### src/rtl/id_regfile_sb_pkg.sv
// Shared CPU defines for the ID-stage register file and its scoreboard.
package id_regfile_sb_pkg;

    localparam int RF_NREG   = 32;
    localparam int RF_CNT_W  = 2;
    localparam int RF_DATA_W = 32;
    localparam int RF_ADDR_W = $clog2(RF_NREG);

    // One write-back port: data write and/or release of a pending claim.
    typedef struct packed {
        logic                 we;
        logic                 rel;
        logic [RF_ADDR_W-1:0] addr;
        logic [RF_DATA_W-1:0] data;
    } rf_wr_port_t;

endpackage

### src/rtl/id_regfile_sb_if.sv
// Issue / write-back / read bundle between the ID stage and the register file.
interface id_regfile_sb_if
    import id_regfile_sb_pkg::*;
#(
    parameter int NUM_RD = 4,
    parameter int NUM_WR = 2,
    parameter int ADDR_W = RF_ADDR_W,
    parameter int DATA_W = RF_DATA_W
);
    logic                             flush;
    logic [NUM_WR-1:0]                iss_valid;
    logic [NUM_WR-1:0][ADDR_W-1:0]    iss_dst;
    logic                             iss_ready;
    logic [NUM_WR-1:0]                wb_we;
    logic [NUM_WR-1:0]                wb_rel;
    logic [NUM_WR-1:0][ADDR_W-1:0]    wb_addr;
    logic [NUM_WR-1:0][DATA_W-1:0]    wb_data;
    logic [NUM_RD-1:0]                rd_en;
    logic [NUM_RD-1:0][ADDR_W-1:0]    rd_addr;
    logic [NUM_RD-1:0][DATA_W-1:0]    rd_data;
    logic [NUM_RD-1:0]                rd_busy;
    logic                             stall;
    logic                             err_underflow;

    modport master (
        output flush, iss_valid, iss_dst, wb_we, wb_rel, wb_addr, wb_data, rd_en, rd_addr,
        input  iss_ready, rd_data, rd_busy, stall, err_underflow
    );

    modport slave (
        input  flush, iss_valid, iss_dst, wb_we, wb_rel, wb_addr, wb_data, rd_en, rd_addr,
        output iss_ready, rd_data, rd_busy, stall, err_underflow
    );
endinterface

### src/rtl/id_regfile_sb_ctr.sv
// Per-register pending-writer counter: net claim/release delta, overflow
// look-ahead for issue gating, clamp at zero with underflow flag.
module rf_pending_ctr #(
    parameter int NUM_WR = 2,
    parameter int CNT_W  = 2
) (
    input  logic              clk,
    input  logic              resetn,
    input  logic              flush,
    input  logic              iss_ok,
    input  logic [NUM_WR-1:0] claim,
    input  logic [NUM_WR-1:0] rel,
    output logic              ovf,
    output logic              pend_nz,
    output logic              uf
);
    // Signed headroom for cnt + all claims - all releases.
    localparam int SW   = CNT_W + $clog2(NUM_WR + 1) + 2;
    localparam int MAXV = (1 << CNT_W) - 1;

    logic [CNT_W-1:0]     cnt_q, cnt_d;
    logic signed [SW-1:0] cur, nclaim, nrel, sum_all, eff, after_rel;

    // Count same-cycle events and derive next value, overflow and busy.
    always_comb begin
        nclaim = '0;
        nrel   = '0;
        for (int j = 0; j < NUM_WR; j++) begin
            nclaim = nclaim + SW'(claim[j]);
            nrel   = nrel + SW'(rel[j]);
        end
        cur       = $signed({{(SW - CNT_W){1'b0}}, cnt_q});
        // Overflow check assumes the claims go through, so it must not depend on iss_ok.
        sum_all   = cur + nclaim - nrel;
        ovf       = sum_all > $signed(SW'(MAXV));
        eff       = cur + (iss_ok ? nclaim : '0) - nrel;
        uf        = eff < 0;
        after_rel = cur - nrel;
        pend_nz   = after_rel > 0;
        if (flush || uf) cnt_d = '0;
        else             cnt_d = eff[CNT_W-1:0];
    end

    // Counter state.
    always_ff @(posedge clk or negedge resetn) begin
        if (!resetn) cnt_q <= '0;
        else         cnt_q <= cnt_d;
    end
endmodule

### src/rtl/id_regfile_sb.sv
// ID-stage register file with write-back forwarding and a per-register
// pending-writer scoreboard that produces busy/stall and issue backpressure.
module id_regfile_sb
    import id_regfile_sb_pkg::*;
#(
    parameter int DATA_W = RF_DATA_W,
    parameter int NREG   = RF_NREG,
    parameter int NUM_RD = 4,
    parameter int NUM_WR = 2,
    parameter int CNT_W  = RF_CNT_W
) (
    input  logic           clk,
    input  logic           resetn,
    id_regfile_sb_if.slave bus
);
    localparam int ADDR_W = $clog2(NREG);

    logic [DATA_W-1:0] regs_q [NREG];
    logic [DATA_W-1:0] regs_d [NREG];
    logic              ovf     [NREG];
    logic              pend_nz [NREG];
    logic              uf      [NREG];
    logic              iss_ready;
    logic              err_q, err_d;

    // Storage update: later write ports override earlier ones; r0 stays zero.
    always_comb begin
        regs_d = regs_q;
        for (int r = 1; r < NREG; r++)
            for (int j = 0; j < NUM_WR; j++)
                if (bus.wb_we[j] && bus.wb_addr[j] == ADDR_W'(r)) regs_d[r] = bus.wb_data[j];
        regs_d[0] = '0;
    end

    // Register storage.
    always_ff @(posedge clk or negedge resetn) begin
        if (!resetn) for (int r = 0; r < NREG; r++) regs_q[r] <= '0;
        else         regs_q <= regs_d;
    end

    // r0 has no counter: it never claims and is never busy.
    assign ovf[0]     = 1'b0;
    assign pend_nz[0] = 1'b0;
    assign uf[0]      = 1'b0;

    for (genvar r = 1; r < NREG; r++) begin : g_ctr
        logic [NUM_WR-1:0] claim_hit, rel_hit;

        // Decode which issue slots / write ports target this register.
        always_comb begin
            claim_hit = '0;
            rel_hit   = '0;
            for (int j = 0; j < NUM_WR; j++) begin
                claim_hit[j] = bus.iss_valid[j] && bus.iss_dst[j] == ADDR_W'(r);
                rel_hit[j]   = bus.wb_rel[j] && bus.wb_addr[j] == ADDR_W'(r);
            end
        end

        rf_pending_ctr #(.NUM_WR(NUM_WR), .CNT_W(CNT_W)) u_ctr (
            .clk     (clk),
            .resetn  (resetn),
            .flush   (bus.flush),
            .iss_ok  (iss_ready),
            .claim   (claim_hit),
            .rel     (rel_hit),
            .ovf     (ovf[r]),
            .pend_nz (pend_nz[r]),
            .uf      (uf[r])
        );
    end

    // Issue is all-or-nothing: any counter that would overflow blocks every slot.
    always_comb begin
        iss_ready = 1'b1;
        for (int r = 0; r < NREG; r++) if (ovf[r]) iss_ready = 1'b0;
    end
    assign bus.iss_ready = iss_ready;

    // Read ports: forward from the highest matching write port, else storage.
    always_comb begin
        bus.rd_data = '0;
        bus.rd_busy = '0;
        bus.stall   = 1'b0;
        for (int i = 0; i < NUM_RD; i++) begin
            if (bus.rd_addr[i] != '0 && int'(bus.rd_addr[i]) < NREG) begin
                bus.rd_data[i] = regs_q[bus.rd_addr[i]];
                for (int j = 0; j < NUM_WR; j++)
                    if (bus.wb_we[j] && bus.wb_addr[j] == bus.rd_addr[i]) bus.rd_data[i] = bus.wb_data[j];
                bus.rd_busy[i] = pend_nz[bus.rd_addr[i]];
            end
            if (bus.rd_en[i] && bus.rd_busy[i]) bus.stall = 1'b1;
        end
    end

    // Sticky underflow flag, cleared only by reset.
    always_comb begin
        err_d = err_q;
        for (int r = 0; r < NREG; r++) if (uf[r]) err_d = 1'b1;
    end

    // Error flag state.
    always_ff @(posedge clk or negedge resetn) begin
        if (!resetn) err_q <= 1'b0;
        else         err_q <= err_d;
    end
    assign bus.err_underflow = err_q;
endmodule

### src/flat_wrapper.sv
// flat-port wrapper written by rule: the top's interface ports become plain ports
module id_regfile_sb_flat import id_regfile_sb_pkg::*;
#(
    parameter int DATA_W = RF_DATA_W,
    parameter int NREG   = RF_NREG,
    parameter int NUM_RD = 4,
    parameter int NUM_WR = 2,
    parameter int CNT_W  = RF_CNT_W
)
  (clk, resetn, bus_flush, bus_iss_valid, bus_iss_dst, bus_wb_we, bus_wb_rel, bus_wb_addr, bus_wb_data, bus_rd_en, bus_rd_addr, bus_iss_ready, bus_rd_data, bus_rd_busy, bus_stall, bus_err_underflow);
  id_regfile_sb_if #(.NUM_RD(NUM_RD), .NUM_WR(NUM_WR), .ADDR_W(5), .DATA_W(DATA_W)) bus_i ();
  input  logic clk;
  input  logic resetn;
  input wire logic [$bits(bus_i.flush)-1:0] bus_flush;
  input wire logic [$bits(bus_i.iss_valid)-1:0] bus_iss_valid;
  input wire logic [$bits(bus_i.iss_dst)-1:0] bus_iss_dst;
  input wire logic [$bits(bus_i.wb_we)-1:0] bus_wb_we;
  input wire logic [$bits(bus_i.wb_rel)-1:0] bus_wb_rel;
  input wire logic [$bits(bus_i.wb_addr)-1:0] bus_wb_addr;
  input wire logic [$bits(bus_i.wb_data)-1:0] bus_wb_data;
  input wire logic [$bits(bus_i.rd_en)-1:0] bus_rd_en;
  input wire logic [$bits(bus_i.rd_addr)-1:0] bus_rd_addr;
  output wire logic [$bits(bus_i.iss_ready)-1:0] bus_iss_ready;
  output wire logic [$bits(bus_i.rd_data)-1:0] bus_rd_data;
  output wire logic [$bits(bus_i.rd_busy)-1:0] bus_rd_busy;
  output wire logic [$bits(bus_i.stall)-1:0] bus_stall;
  output wire logic [$bits(bus_i.err_underflow)-1:0] bus_err_underflow;
  assign bus_i.flush = bus_flush;
  assign bus_i.iss_valid = bus_iss_valid;
  assign bus_i.iss_dst = bus_iss_dst;
  assign bus_i.wb_we = bus_wb_we;
  assign bus_i.wb_rel = bus_wb_rel;
  assign bus_i.wb_addr = bus_wb_addr;
  assign bus_i.wb_data = bus_wb_data;
  assign bus_i.rd_en = bus_rd_en;
  assign bus_i.rd_addr = bus_rd_addr;
  assign bus_iss_ready = bus_i.iss_ready;
  assign bus_rd_data = bus_i.rd_data;
  assign bus_rd_busy = bus_i.rd_busy;
  assign bus_stall = bus_i.stall;
  assign bus_err_underflow = bus_i.err_underflow;
  id_regfile_sb #(.DATA_W(DATA_W), .NREG(NREG), .NUM_RD(NUM_RD), .NUM_WR(NUM_WR), .CNT_W(CNT_W)) u_core (.clk(clk), .resetn(resetn), .bus(bus_i));
endmodule
### config.mk
export PLATFORM = sky130hd
export DESIGN_NAME = id_regfile_sb_flat
export DESIGN_NICKNAME = d
export VERILOG_FILES = /design/src/rtl/id_regfile_sb_pkg.sv /design/src/rtl/id_regfile_sb_if.sv /design/src/rtl/id_regfile_sb_ctr.sv /design/src/rtl/id_regfile_sb.sv /design/src/flat_wrapper.sv
export SDC_FILE = /design/constraint.sdc
export NUM_CORES = 2
export LEC_CHECK = 0
export CORE_MARGIN = 2
export CORE_UTILIZATION = 25
export CTS_CLUSTER_SIZE = 8
export DETAILED_ROUTE_END_ITERATION = 16
export SYNTH_ARGS = -nofsm -noshare
export SYNTH_HDL_FRONTEND = slang
export SYNTH_HIERARCHICAL = 1
export SYNTH_SLANG_ARGS = --single-unit
### constraint.sdc
create_clock -name clk -period 7.7 [get_ports clk]
set_input_delay 0.77 -clock clk [delete_from_list [all_inputs] [get_ports clk]]
set_output_delay 0.77 -clock clk [all_outputs]
set_load 0.1 [all_outputs]
==> impl_metrics.py <==
metrics = {
    "layout": {
        "multi_input_area_sq_um": 62900,
        "ff_latch_area_sq_um": 26400,
        "layout-drive-gt1-share": 0.215,
        "final_area_sq_um": 106000,
        "final_core_utilization": 0.283,
        "syn_to_final_growth_pct": 12.4,
        "n_fill_cell": 39200,
        "nets": 9422,
    },
    "detailed_routing": {
        "routed_wl_um": 446000,
        "firstDrtPassIters": 9,
        "drtIter0Drc": 13700,
        "vias_per_cell": 6.00,
        "remaining_drc_errors": 0,
        "wire_per_inst_um": 32.0,
        "via_count": 83600,
        "ant_nets": 0,
    },
    "synthesis": {
        "synth-seq-cells": 1055,
        "yosysSeqAreaShare": 0.279,
        "synth_nets": 9741,
        "yosys_warnings": 6,
        "netlist_area_sq_um": 94600,
        "synth_top_area_frac": 0.279,
        "syn_area_per_cell_sq_um": 10.3,
        "netlist_instances": 9221,
        "ys_types": 61,
        "async_reset_ff_frac": 1.00,
        "synthTopCellsByArea": "dfrtp_1 (28%), mux4_2 (21%), mux2i_1 (13%)",
        "synth_edf_count": 0,
        "synth_top_area_cell": "dfrtp_1",
        "synthFlopType": "dfrtp_1",
    },
    "status": {
        "violations": "max-capacitance violations, max-slew violations",
        "status": "finished with violations",
    },
    "cts": {
        "hold_buffers": 1,
        "cts.sink_count": 1055,
        "htree_levels": 4,
        "tritoncts": "done",
        "cts.reportedPaths.clkPinSlew_ns": 0.06,
        "cts_root_buf": "clkbuf_16",
        "clockBufferDepth": 4,
        "cts_resized": 0,
        "cts_buffers": 160,
        "clock_latency_ns": 0.80,
        "cts_setup_buffers": 0,
    },
    "timing": {
        "skew_ns": 0.0296,
        "rsz0062_at_grt": "no",
        "fin_crit_ns": 6.87,
        "setup-violations-final": 0,
        "slew_violations": 16,
        "finalHoldViolations": 0,
        "tightest_slew_ns": 1.53,
        "fin_crit_sh": 0.893,
        "fin_setup_tns_ns": 0,
        "relSlewSlack": -0.0249,
        "fmax_mhz": 145,
    },
    "hold_path": {
        "hp-class": "in2async",
    },
    "floorplanning": {
        "die_x_um": 619,
        "initial_core_util": 0.252,
        "ios": 252,
        "die_h_um": 619,
        "rows": 225,
        "core_area_sq_um": 376000,
        "dieArea_sq_um": 384000,
    },
    "global_route": {
        "grt_max_degree": 145,
        "antenna_found_initial": 42,
        "grt-ovfl-total": 0,
        "track_usage": 0.225,
        "grt_pass1_vias": 78400,
        "grt_pass1_wl_um": 621000,
    },
    "placed_design": {
        "placed_cell_area_sq_um": 102000,
        "place_congestion": 0.946,
        "place_hpwl_um": 274000,
        "port_buffers": 251,
    },
    "power": {
        "p_per_area_nw_per_um2": 235,
        "leakagePower_nw": 40.8,
        "finalPower_mw": 25.0,
        "vdd_drop_max_uv": 198,
    },
    "setup_path": {
        "critPathLaunchType": "input pin",
        "cp-end-kind": "flop",
        "r2r_start": "u_core/g_ctr[24].u_ctr/cnt_q[1]",
        "crit_required_ns": 8.38,
        "path_max_fanout": 21,
        "cp-startpoint": "bus_wb_addr[3]",
        "criticalPathCategory": "in2reg",
        "reg2reg_slack_ns": 2.20,
        "cp.arrival_ns": 7.55,
    },
    "run": {
        "drv_cap": 1,
    },
}
area by class of cell:
class,count,area share
Multi-Input combinational cell,6726,0.591
Clock buffer,173,0.0392
Sequential cell,1055,0.248
Antenna cell,21,0.000494
Clock inverter,7,0.000741
Tap cell,4994,0.0587
Inverter,411,0.0146
Timing Repair Buffer,548,0.0467
critical path: stages:
cell,delay [ns]
clkdlybuf4s50_1,0.56
buf_4,0.26
nand3_1,0.46
nor2_1,0.26
ha_1,0.28
ha_1,0.29
inv_1,0.06
ha_1,0.17
inv_1,0.08
fa_1,0.42
ha_1,0.29
a32oi_1,0.06
nor4_1,0.50
nand4_1,0.32
nor2_4,0.31
buf_4,0.33
and2_1,0.20
fa_1,0.43
ha_1,0.34
a211oi_2,0.09
nor4_1,0.59
nand4_1,0.14
or2_2,0.32
flip-flops by register name, indices dropped and copies added (netlist names):
signal / cells
u_core/bus.err_underflow: 1
u_core/g_ctr.u_ctr/cnt_q: 62
u_core/regs_q: 992
logic make-up (layout without fill, tap and decap cells):
family / count (synthesis) / in the layout / synth area share
other: 0 / 21 / 0
muxes: 2421 / 2421 / 0.379
AOI/OAI and AO/OA: 1949 / 1949 / 0.125
and+or+nand+nor: 1882 / 1882 / 0.0851
adders and majority gates: 403 / 403 / 0.0631
buffers and inverters: 1440 / 1139 / 0.0629
xor gates and xnor gates: 71 / 71 / 0.00657
DFF: 1055 / 1055 / 0.279
placed cells by master (no fill, tap or decap), drive strengths merged, types with 124 or more instances in the layout:
| master | count |
|---|---|
| ha | 279 |
| dfrtp | 1055 |
| mux2i | 1202 |
| o21ai | 632 |
| a21oi | 705 |
| mux2 | 323 |
| nor2 | 728 |
| mux4 | 896 |
| inv | 413 |
| buf | 390 |
| nand2 | 750 |
| a22oi | 139 |
| clkbuf | 173 |
| clkdlybuf4s50 | 157 |
| fa | 124 |
final timing paths:
| path | endpoint | depth (start not counted) |
|---|---|---|
| worst max-delay path | u_core/bus.err_underflow | 23 |
| worst min-delay path | u_core/regs_q[953] | 2 |
| max in group asynchronous | u_core/regs_q[555] | 4 |
| worst min register to register | u_core/regs_q[812] | 2 |
| min in group clk | u_core/regs_q[812] | 2 |
| worst max register to register | u_core/bus.err_underflow | 16 |
cells in the mapped netlist, types with 11 or more instances:
master     count
fa_1         124
nor2b_1       52
o2111ai_1     31
o21ai_0      632
nand3b_1      14
inv_1        409
ha_1         279
clkbuf_1     618
o31ai_1       31
mux4_2       896
o211ai_1      23
o22ai_1       34
or2_2         11
and2_1        68
xor2_1        28
mux2i_1     1202
nand2_1      750
nor3_1        46
buf_1        111
a221o_1       35
a21oi_1      705
a211oi_2      31
nor2_1       728
nor3b_1       33
o21a_1        31
a21o_1        24
a2111oi_0     11
xnor2_1       43
buf_6         13
and3_1        37
a22oi_1      139
nand2b_1      16
a32oi_1       31
a22o_1        83
a221oi_1      87
buf_4         36
nand3_1       49
buf_2        251
dfrtp_1     1055
nor4_1        50
mux2_2       323
layer usage:
| metal | share of wire | track usage | routed length [um] |
|---|---|---|---|
| met5 | 0.00080 | 0.00114 | 357 |
| met2 | 0.40 | 0.312 | 179000 |
| met1 | 0.37 | 0.286 | 164000 |
| met4 | 0.068 | 0.125 | 30100 |
| met3 | 0.16 | 0.103 | 72600 |
per-stage QoR:
step           hold WS (ns)  std cells  worst slack (ns)
5_1_grt               0.577      13900             0.518
3_5_place_dp          0.613      13700             0.189
6_report              0.541      13900             0.827
4_1_cts               0.537      13900              1.00
2_1_floorplan         0.474       9221             0.708
3_3_place_gp          0.606      13700             0.231
where the power goes:
group / internal [mW] / switching [mW] / total [mW]
combinational: 4.40 / 5.15 / 9.55
sequential: 6.95 / 1.85 / 8.80
clock: 3.80 / 2.82 / 6.62
Note: power is estimated with default switching activity, not from simulation.
